$ cat src/rtl/dp_pkg.sv
// rtl/dp_pkg.sv - shared types and helpers for the bus datapath
package dp_pkg;

    // Bus source codes above the register range, as offsets from NUM_REGS.
    // Codes 0..NUM_REGS-1 select R0..R(NUM_REGS-1) directly.
    typedef enum logic [2:0] {
        SRC_PC   = 3'd0,
        SRC_ZLO  = 3'd1,
        SRC_ZHI  = 3'd2,
        SRC_MDR  = 3'd3,
        SRC_LO   = 3'd4,
        SRC_HI   = 3'd5,
        SRC_NONE = 3'd6
    } src_e;

    typedef enum logic [1:0] {
        MEM_IDLE = 2'd0,
        MEM_RD   = 2'd1,
        MEM_WR   = 2'd2
    } mem_state_e;

    // Width of the encoded bus select: registers plus eight special codes.
    function automatic int src_w(input int num_regs);
        return $clog2(num_regs + 8);
    endfunction

    // Absolute bus_src code of a special source.
    function automatic int src_code(input int num_regs, input src_e s);
        return num_regs + int'(s);
    endfunction

endpackage

$ cat src/rtl/dp_mem_if.sv
// rtl/dp_mem_if.sv - request/acknowledge memory port with timeout
module dp_mem_if
    import dp_pkg::*;
#(
    parameter int DATA_W      = 32,
    parameter int ADDR_W      = 9,
    parameter int MEM_TIMEOUT = 15
) (
    input  logic              i_clk,
    input  logic              i_rst,
    input  logic              i_rd_req,
    input  logic              i_wr_req,
    input  logic [ADDR_W-1:0] i_mar,
    input  logic [DATA_W-1:0] i_mdr,
    input  logic              i_ack,
    output logic              o_busy,
    output logic              o_done,
    output logic              o_err,
    output logic              o_re,
    output logic              o_we,
    output logic              o_mdr_ld,
    output logic [ADDR_W-1:0] o_addr,
    output logic [DATA_W-1:0] o_wdata
);

    localparam int              CNT_W  = $clog2(MEM_TIMEOUT + 1);
    localparam logic [CNT_W-1:0] L_LAST = CNT_W'(MEM_TIMEOUT - 1);

    mem_state_e        r_state;
    logic [CNT_W-1:0]  r_cnt;
    logic              r_done;
    logic              r_err;
    logic              r_re;
    logic              r_we;
    logic [ADDR_W-1:0] r_addr;
    logic [DATA_W-1:0] r_wdata;

    // Transaction FSM: latch address/data on start, wait for ack or timeout.
    // The ack test comes first so an ack in the final counted cycle still completes.
    always_ff @(posedge i_clk or posedge i_rst) begin
        if (i_rst) begin
            r_state <= MEM_IDLE;
            r_cnt   <= '0;
            r_done  <= 1'b0;
            r_err   <= 1'b0;
            r_re    <= 1'b0;
            r_we    <= 1'b0;
            r_addr  <= '0;
            r_wdata <= '0;
        end else begin
            r_done <= 1'b0;
            r_err  <= 1'b0;
            case (r_state)
                MEM_IDLE: begin
                    if (i_rd_req || i_wr_req) begin
                        r_state <= i_rd_req ? MEM_RD : MEM_WR;
                        r_re    <= i_rd_req;
                        r_we    <= !i_rd_req;
                        r_addr  <= i_mar;
                        r_wdata <= i_mdr;
                        r_cnt   <= '0;
                    end
                end
                MEM_RD, MEM_WR: begin
                    if (i_ack) begin
                        r_done  <= 1'b1;
                        r_state <= MEM_IDLE;
                        r_re    <= 1'b0;
                        r_we    <= 1'b0;
                    end else if (r_cnt == L_LAST) begin
                        r_err   <= 1'b1;
                        r_state <= MEM_IDLE;
                        r_re    <= 1'b0;
                        r_we    <= 1'b0;
                    end else begin
                        r_cnt <= r_cnt + 1'b1;
                    end
                end
                default: begin
                    r_state <= MEM_IDLE;
                    r_re    <= 1'b0;
                    r_we    <= 1'b0;
                end
            endcase
        end
    end

    assign o_busy   = (r_state != MEM_IDLE);
    assign o_done   = r_done;
    assign o_err    = r_err;
    assign o_re     = r_re;
    assign o_we     = r_we;
    assign o_addr   = r_addr;
    assign o_wdata  = r_wdata;
    assign o_mdr_ld = (r_state == MEM_RD) && i_ack;

endmodule

$ cat src/rtl/dp_bus_datapath.sv
// rtl/dp_bus_datapath.sv - encoded-select shared-bus datapath; LO/HI under DP_HILO_EN
module dp_bus_datapath
    import dp_pkg::*;
#(
    parameter int          DATA_W      = 32,
    parameter int          NUM_REGS    = 16,
    parameter int          ADDR_W      = 9,
    parameter int unsigned RESET_PC    = 0,
    parameter int          MEM_TIMEOUT = 15
) (
    input  logic                          Clock,
    input  logic                          Clear,
    input  logic [src_w(NUM_REGS)-1:0]    bus_src,
    input  logic                          reg_wr_en,
    input  logic [$clog2(NUM_REGS)-1:0]   reg_wr_sel,
    input  logic                          PCin,
    input  logic                          IRin,
    input  logic                          Yin,
    input  logic                          MARin,
    input  logic                          MDRin,
    input  logic                          Zin,
    input  logic                          LOin,
    input  logic                          HIin,
    input  logic                          IncPC,
    output logic [DATA_W-1:0]             alu_a,
    output logic [DATA_W-1:0]             alu_b,
    output logic                          alu_inc,
    input  logic [2*DATA_W-1:0]           alu_c,
    input  logic                          mem_rd_req,
    input  logic                          mem_wr_req,
    output logic                          mem_busy,
    output logic                          mem_done,
    output logic                          mem_err,
    output logic [ADDR_W-1:0]             mem_addr,
    output logic [DATA_W-1:0]             mem_wdata,
    output logic                          mem_re,
    output logic                          mem_we,
    input  logic [DATA_W-1:0]             mem_rdata,
    input  logic                          mem_ack,
    output logic [DATA_W-1:0]             bus_out,
    output logic [DATA_W-1:0]             ir_out,
    output logic [DATA_W-1:0]             pc_out
);

    localparam int               SRC_W  = src_w(NUM_REGS);
    localparam int               RSEL_W = $clog2(NUM_REGS);
    localparam logic [SRC_W-1:0] L_NREG = SRC_W'(NUM_REGS);
    localparam logic [SRC_W-1:0] L_PC   = SRC_W'(src_code(NUM_REGS, SRC_PC));
    localparam logic [SRC_W-1:0] L_ZLO  = SRC_W'(src_code(NUM_REGS, SRC_ZLO));
    localparam logic [SRC_W-1:0] L_ZHI  = SRC_W'(src_code(NUM_REGS, SRC_ZHI));
    localparam logic [SRC_W-1:0] L_MDR  = SRC_W'(src_code(NUM_REGS, SRC_MDR));
    localparam logic [SRC_W-1:0] L_LO   = SRC_W'(src_code(NUM_REGS, SRC_LO));
    localparam logic [SRC_W-1:0] L_HI   = SRC_W'(src_code(NUM_REGS, SRC_HI));

    logic [DATA_W-1:0] r_regs [NUM_REGS];
    logic [DATA_W-1:0] r_pc;
    logic [DATA_W-1:0] r_ir;
    logic [DATA_W-1:0] r_y;
    logic [DATA_W-1:0] r_zlo;
    logic [DATA_W-1:0] r_zhi;
    logic [DATA_W-1:0] r_mdr;
    logic [ADDR_W-1:0] r_mar;
    logic [DATA_W-1:0] w_lo;
    logic [DATA_W-1:0] w_hi;
    logic [DATA_W-1:0] w_bus;
    logic              w_mdr_ld;

    // Shared bus driver: R0, NONE and unused codes all read as zero.
    always_comb begin
        w_bus = '0;
        if (bus_src < L_NREG) begin
            if (bus_src != '0) w_bus = r_regs[bus_src[RSEL_W-1:0]];
        end else begin
            case (bus_src)
                L_PC:    w_bus = r_pc;
                L_ZLO:   w_bus = r_zlo;
                L_ZHI:   w_bus = r_zhi;
                L_MDR:   w_bus = r_mdr;
                L_LO:    w_bus = w_lo;
                L_HI:    w_bus = w_hi;
                default: w_bus = '0;
            endcase
        end
    end

    // General register file; R0 is never written so it stays zero.
    always_ff @(posedge Clock or posedge Clear) begin
        if (Clear) begin
            for (int i = 0; i < NUM_REGS; i++) r_regs[i] <= '0;
        end else if (reg_wr_en && (reg_wr_sel != '0)) begin
            r_regs[reg_wr_sel] <= w_bus;
        end
    end

    // Special-purpose registers loaded from the bus or the ALU result.
    always_ff @(posedge Clock or posedge Clear) begin
        if (Clear) begin
            r_pc  <= DATA_W'(RESET_PC);
            r_ir  <= '0;
            r_y   <= '0;
            r_zlo <= '0;
            r_zhi <= '0;
            r_mar <= '0;
        end else begin
            if (PCin)  r_pc  <= w_bus;
            if (IRin)  r_ir  <= w_bus;
            if (Yin)   r_y   <= w_bus;
            if (MARin) r_mar <= w_bus[ADDR_W-1:0];
            if (Zin) begin
                r_zlo <= alu_c[DATA_W-1:0];
                r_zhi <= alu_c[2*DATA_W-1:DATA_W];
            end
        end
    end

    // MDR: returning read data has priority over a bus load in the same cycle.
    always_ff @(posedge Clock or posedge Clear) begin
        if (Clear)         r_mdr <= '0;
        else if (w_mdr_ld) r_mdr <= mem_rdata;
        else if (MDRin)    r_mdr <= w_bus;
    end

`ifdef DP_HILO_EN
    logic [DATA_W-1:0] r_lo;
    logic [DATA_W-1:0] r_hi;

    // Optional LO/HI pair, loaded from the bus.
    always_ff @(posedge Clock or posedge Clear) begin
        if (Clear) begin
            r_lo <= '0;
            r_hi <= '0;
        end else begin
            if (LOin) r_lo <= w_bus;
            if (HIin) r_hi <= w_bus;
        end
    end

    assign w_lo = r_lo;
    assign w_hi = r_hi;
`else
    logic w_unused_hilo;
    assign w_unused_hilo = LOin | HIin;
    assign w_lo = '0;
    assign w_hi = '0;
`endif

    dp_mem_if #(
        .DATA_W      (DATA_W),
        .ADDR_W      (ADDR_W),
        .MEM_TIMEOUT (MEM_TIMEOUT)
    ) u_mem_if (
        .i_clk    (Clock),
        .i_rst    (Clear),
        .i_rd_req (mem_rd_req),
        .i_wr_req (mem_wr_req),
        .i_mar    (r_mar),
        .i_mdr    (r_mdr),
        .i_ack    (mem_ack),
        .o_busy   (mem_busy),
        .o_done   (mem_done),
        .o_err    (mem_err),
        .o_re     (mem_re),
        .o_we     (mem_we),
        .o_mdr_ld (w_mdr_ld),
        .o_addr   (mem_addr),
        .o_wdata  (mem_wdata)
    );

    assign alu_a   = IncPC ? DATA_W'(1) : r_y;
    assign alu_b   = w_bus;
    assign alu_inc = IncPC;
    assign bus_out = w_bus;
    assign ir_out  = r_ir;
    assign pc_out  = r_pc;

endmodule

$ cat config.mk
export PLATFORM = sky130hd
export DESIGN_NAME = dp_bus_datapath
export DESIGN_NICKNAME = d
export VERILOG_FILES = /design/src/rtl/dp_pkg.sv /design/src/rtl/dp_mem_if.sv /design/src/rtl/dp_bus_datapath.sv
export SDC_FILE = /design/constraint.sdc
export NUM_CORES = 2
export LEC_CHECK = 0
export CORE_ASPECT_RATIO = 0.5
export CORE_MARGIN = 3
export CORE_UTILIZATION = 35
export DETAILED_ROUTE_END_ITERATION = 8
export GPL_TIMING_DRIVEN = 1
export HOLD_SLACK_MARGIN = 0.1
export PLACE_DENSITY_LB_ADDON = 0.05
export SYNTH_ARGS = -nofsm -noshare
export SYNTH_HDL_FRONTEND = slang
export SYNTH_SLANG_ARGS = --single-unit
$ cat constraint.sdc
create_clock -name Clock -period 24.1 [get_ports Clock]
set_input_delay 4.82 -clock Clock [delete_from_list [all_inputs] [get_ports Clock]]
set_output_delay 4.82 -clock Clock [all_outputs]
set_load 0.05 [all_outputs]
# After elaboration in Yosys (flattened, before gate mapping)
# Cells that the tools add are included.
# classes
addsub	1
n_lt_le_gt_ge	4
n_eq_ne	11
muxes	32
bitwise	2
n_reduce_logical	15
# op_table
cell	count
bitwise mux 512 bit	1
2-to-1 mux 32 bit	8
binary-select mux 32 bit (select 4 bit)	1
demux 32 bit (select 4 bit)	1
case mux 32 bit (4 select lines)	1
== test 5 bit (second input constant)	4
2-to-1 mux 4 bit	3
>= comparator 5 bit (second input constant)	2
inverter 4 -> 5 bit	2
2-to-1 mux 1 bit	9
2-to-1 mux 2 bit	4
case mux 4 bit (2 select lines)	1
nonzero test 2 bit	3
< comparator 5 x 1 -> 1 bit (second input constant)	1
< comparator 5 bit (second input constant)	1
nonzero test 5 bit	1
adder 4 x 1 -> 4 bit (second input constant)	1
== test 4 bit (second input constant)	1
inequality test 2 bit (second input constant)	2
case mux 1 bit (2 select lines)	2
case mux 2 bit (2 select lines)	1
AND reduction 2 bit	2
AND reduction 4 bit	1
nonzero test 4 bit	1
9 further kinds	11
# word_totals
ff_bits	764
input_bits	120
out_inout_bits	207
word_cells	96

# Logic depth before layout (Yosys ltp)
# depth
ltp_word	8
depth_mapped	10
mapped_depth_nobuf	7

# Hierarchy
# Synthesis repeated with hierarchy kept, for this count alone.
# hier_totals
hier_cells	3180
area_unflattened_um2	32641.3
# by_module_without_submodules
mod	n_inst	cells_per_inst	area_each_um2	seq_area_each_um2
dp_bus_datapath	1	3048	30656.9	17041.3
dp_mem_if	1	132	1984.4	1226.2

# Worst setup path after synthesis
# Ideal clock, no wire load.
# synth_timing
path_type	input to output
from	in bus_src[1]
to	out bus_out[13]
t_arrival_ns	6.759
t_required_ns	19.280
slack_ns	12.521
stages	10
path_buffers	5
path_cell_list	buf_4 > buf_6 > buf_2 > mux4_2 > mux2i_1 > nor2_1 > a211oi_1 > buf_2 > inv_1 > buf_4
# synth_via
elab_chain_cells	6
elab_cells_between_ends	13
cone_classes	order compare: 1; eq/ne: 4; mux: 6; bitwise: 1; reduce/logical: 1
# synth_rtl
element	line_no	text
from (decl)	dp_bus_datapath.sv:13	input logic [src_w(NUM_REGS)-1:0] bus_src,
inverter 4 -> 5 bit (not written as such)	dp_bus_datapath.sv:72	if (bus_src != '0) w_bus = r_regs[bus_src[RSEL_W-1:0]];
binary-select mux 32 bit (select 4 bit)	dp_bus_datapath.sv:72	
2-to-1 mux 32 bit (not written as such) (2 in series)	dp_bus_datapath.sv:72	
2-to-1 mux 32 bit	dp_bus_datapath.sv:72	
2-to-1 mux 32 bit *	dp_bus_datapath.sv:71	if (bus_src < L_NREG) begin
to (decl)	dp_bus_datapath.sv:40	output logic [DATA_W-1:0] bus_out,
# Every way passes the cells marked *; elsewhere a longest branch is shown, timed or not. The select of a mux whose other input is x is not followed.

# Final worst setup path
# layout_timing
from	in bus_src[2]
to	out bus_out[20]
# Same word-level chain as after synthesis.

==> out/results.ini <==
[yosys]
synthDistinctLibCells=61
yosysSeqAreaShare=0.563
yosys_warnings=0
syn-cell-area_sq_um=32600
synth.top_cell.area_share=0.563
synth_mux_area_frac=0.137
netlist_top_cells_area=dfrtp_1 56%, a21oi_1 8.5%, mux2_2 6.4%, nor2_1 6.3%, mux2i_1 4.2%
synth_flop_cell=dfrtp_1
async_flop_share=1.00
synth_fa_ha_area_frac=0.00153
avgSynthCellArea_sq_um=10.6
synthCells=3089
synth_top_family_by_area=multiplexers
yosysTopAreaCell=dfrtp_1
synthXorXnorAreaFrac=0
synth_edf_count=0
synthSimpleGateAreaFrac=0.120
ys_ff_latch=734
synth_nets=3213
synth_compound_area_frac=0.126

[timing]
slew_headroom=0.201
min_period_ns=14.10
hold_viol=0
layout_setup_ws_ns=10.0
drv_slew=0
worst_slew_pin_slew_ns=1.19
finalCritPeriodShare=0.585
fmax_mhz=70.9
rsz0062_at_grt=false
fin_tns_setup_ns=0
setup_viol=0
clock_skew_ns=0.0195

[setup_path]
cp_cell_sequence=clkdlybuf4s50_1 > buf_4 > buf_4 > nor3b_2 > buf_4 > nand3_1 > nand4_1 > nor3_2 > buf_4 > inv_1 > clkdlybuf4s50_1
path_depth=11
crit_required_ns=19.28
critPathMaxStageDelay_ns=1.03
cp_max_fo=57
worstRegToRegCells=6
cp.arrival_ns=9.28
cp_slowest_cell=nor3_2
path_buf_inv=7
crit_family=buffers and inverters
endpoint_kind=output port
cp-start-kind=input port
critical_path_class=in2out
crit_top_cell=buf_4

[floorplan]
die_y_um=222
fp.dieArea_sq_um=97100
start_util=0.356
core_sq_um=91500
die_x_um=438
boundaryPins=327
fp-row-count=78

[route]
drt_iter0_drc=1938
routed_wl_mm=110
ant_nets=0
drc=0
dr.pass1.iters=5
via_count=23900
via_per_inst=5.25
wl_per_cell_um=24.3

[cts]
clock-sinks=734
clockBufferDepth=3
cts-hold-fix-buffers=0
cts_inserted_buffers=73
cts_setup_buffers=0
clockRootBuffer=clkbuf_16
cts_tree=done
clkTransAtPathRegs_ns=0.06
clkLatencyLatePin_ns=0.65
h-tree-depth=3
post_cts_resize_count=0

[global_route]
met3_usage=0.0465
overflow=0
grt_pass1_wl_mm=162
first_global_vias=23200
grt_util_all_layers=0.225
gr-max-usage-layer=met1
grt_max_degree=137
met2_usage=0.310
antenna_found_initial=9
gr-usage-met1=0.359

[layout]
fillCellCount=8855
nets=3372
final_area_sq_um=39300
drive_above_1_share=0.149
most-common-layout-cells=734 x dfrtp_1, 552 x a21oi_1, 536 x nor2_1
layout_commonest_cell=dfrtp_1
area_growth_pct=20.5

[placement]
portBuffers=324
dp_hpwl_mm=70.7
dpl_cell_area_sq_um=36800
place_ws_ns=10.10
place_congestion=0.788

[pwr]
power.density_nw_per_um2=104
ir_drop_mv=0.0696
p_leak_nw=16.8
p_total_mw=4.07

[worst_hold_path]
hold_class=reg2reg
hold_depth=0

[outcome]
status=finished clean

[flow_run]
maxCapViolations=0

per-stage QoR:
step,instances,hold slack [ns],utilization
CTS,4542,0.378,0.430
global placement,4413,0.365,0.402
detailed placement,4413,0.365,0.402
global route,4546,0.390,0.430
finish,4547,0.377,0.430
floorplan,3089,0.428,-
worst reg2reg max path: stages, from the launching register on:
cell and delay [ns]:
dfrtp_1 0.38, mux4_2 0.48, mux2i_1 0.55, nor2_1 0.18, a211oi_4 0.55, buf_4 0.37
a21oi_1 0.12
final timing paths:
path                              from          end  slack, ns
max in group asynchronous        Clear  r_regs[353]      15.82
min in group asynchronous        Clear     r_mar[6]       4.54
hold reg to reg            r_regs[498]  r_regs[498]       0.38
setup reg to reg            r_regs[45]   r_regs[13]      21.32
hold / removal             r_regs[498]  r_regs[498]       0.38
setup / recovery            bus_src[2]  bus_out[20]       10.0
final cells by class:
cell class | instances | area (sq um) | area share
Sequential cell | 734 | 18400 | 0.467
Multi-Input combinational cell | 1992 | 12900 | 0.327
Timing Repair Buffer | 409 | 3890 | 0.0989
Clock buffer | 115 | 2280 | 0.0580
Tap cell | 1240 | 1550 | 0.0394
Clock inverter | 14 | 203 | 0.00515
Inverter | 38 | 146 | 0.00372
Antenna cell | 5 | 12.5 | 0.000318
cell usage after synthesis (34+ instances only):
master      n
buf_2      80
nand3_1   116
dfrtp_1   734
o21ai_0    43
mux2_2    185
mux2i_1   137
clkbuf_1  171
nor2_1    548
inv_1      38
buf_4      52
a22oi_1    55
mux4_2     34
nor2b_1    39
a21oi_1   552
report_power, final:
part	switching [mW]	internal, mW
Clock	0.504	0.702
Combinational	0.729	0.444
Sequential	0.166	1.53
routing by layer:
metal / share of wire / wire, um / vias to the layer above
li1: - / - / 11000
met1: 0.51 / 56700 / 12100
met2: 0.41 / 45500 / 581
met3: 0.060 / 6590 / 105
met4: 0.013 / 1490 / 0
met5: 0 / 0 / -
registers in the layout, summed over array words and instances, names as in the netlist, 9 cells and up:
register / count
r_zlo: 32
r_mar: 9
r_y: 32
u_mem_if.o_addr: 9
u_mem_if.o_wdata: 32
ir_out: 32
r_regs: 484
r_zhi: 32
r_mdr: 32
pc_out: 32
cells by family after synthesis:
kind of cell             count (synthesis)
AO/OA/AOI/OAI                          737
adder cells (fa/ha/maj)                  4
buffers and inverters                  363
flip-flops                             734
multiplexers                           374
AND/OR/NAND/NOR                        877
Note: power is estimated with default switching activity, not from simulation.
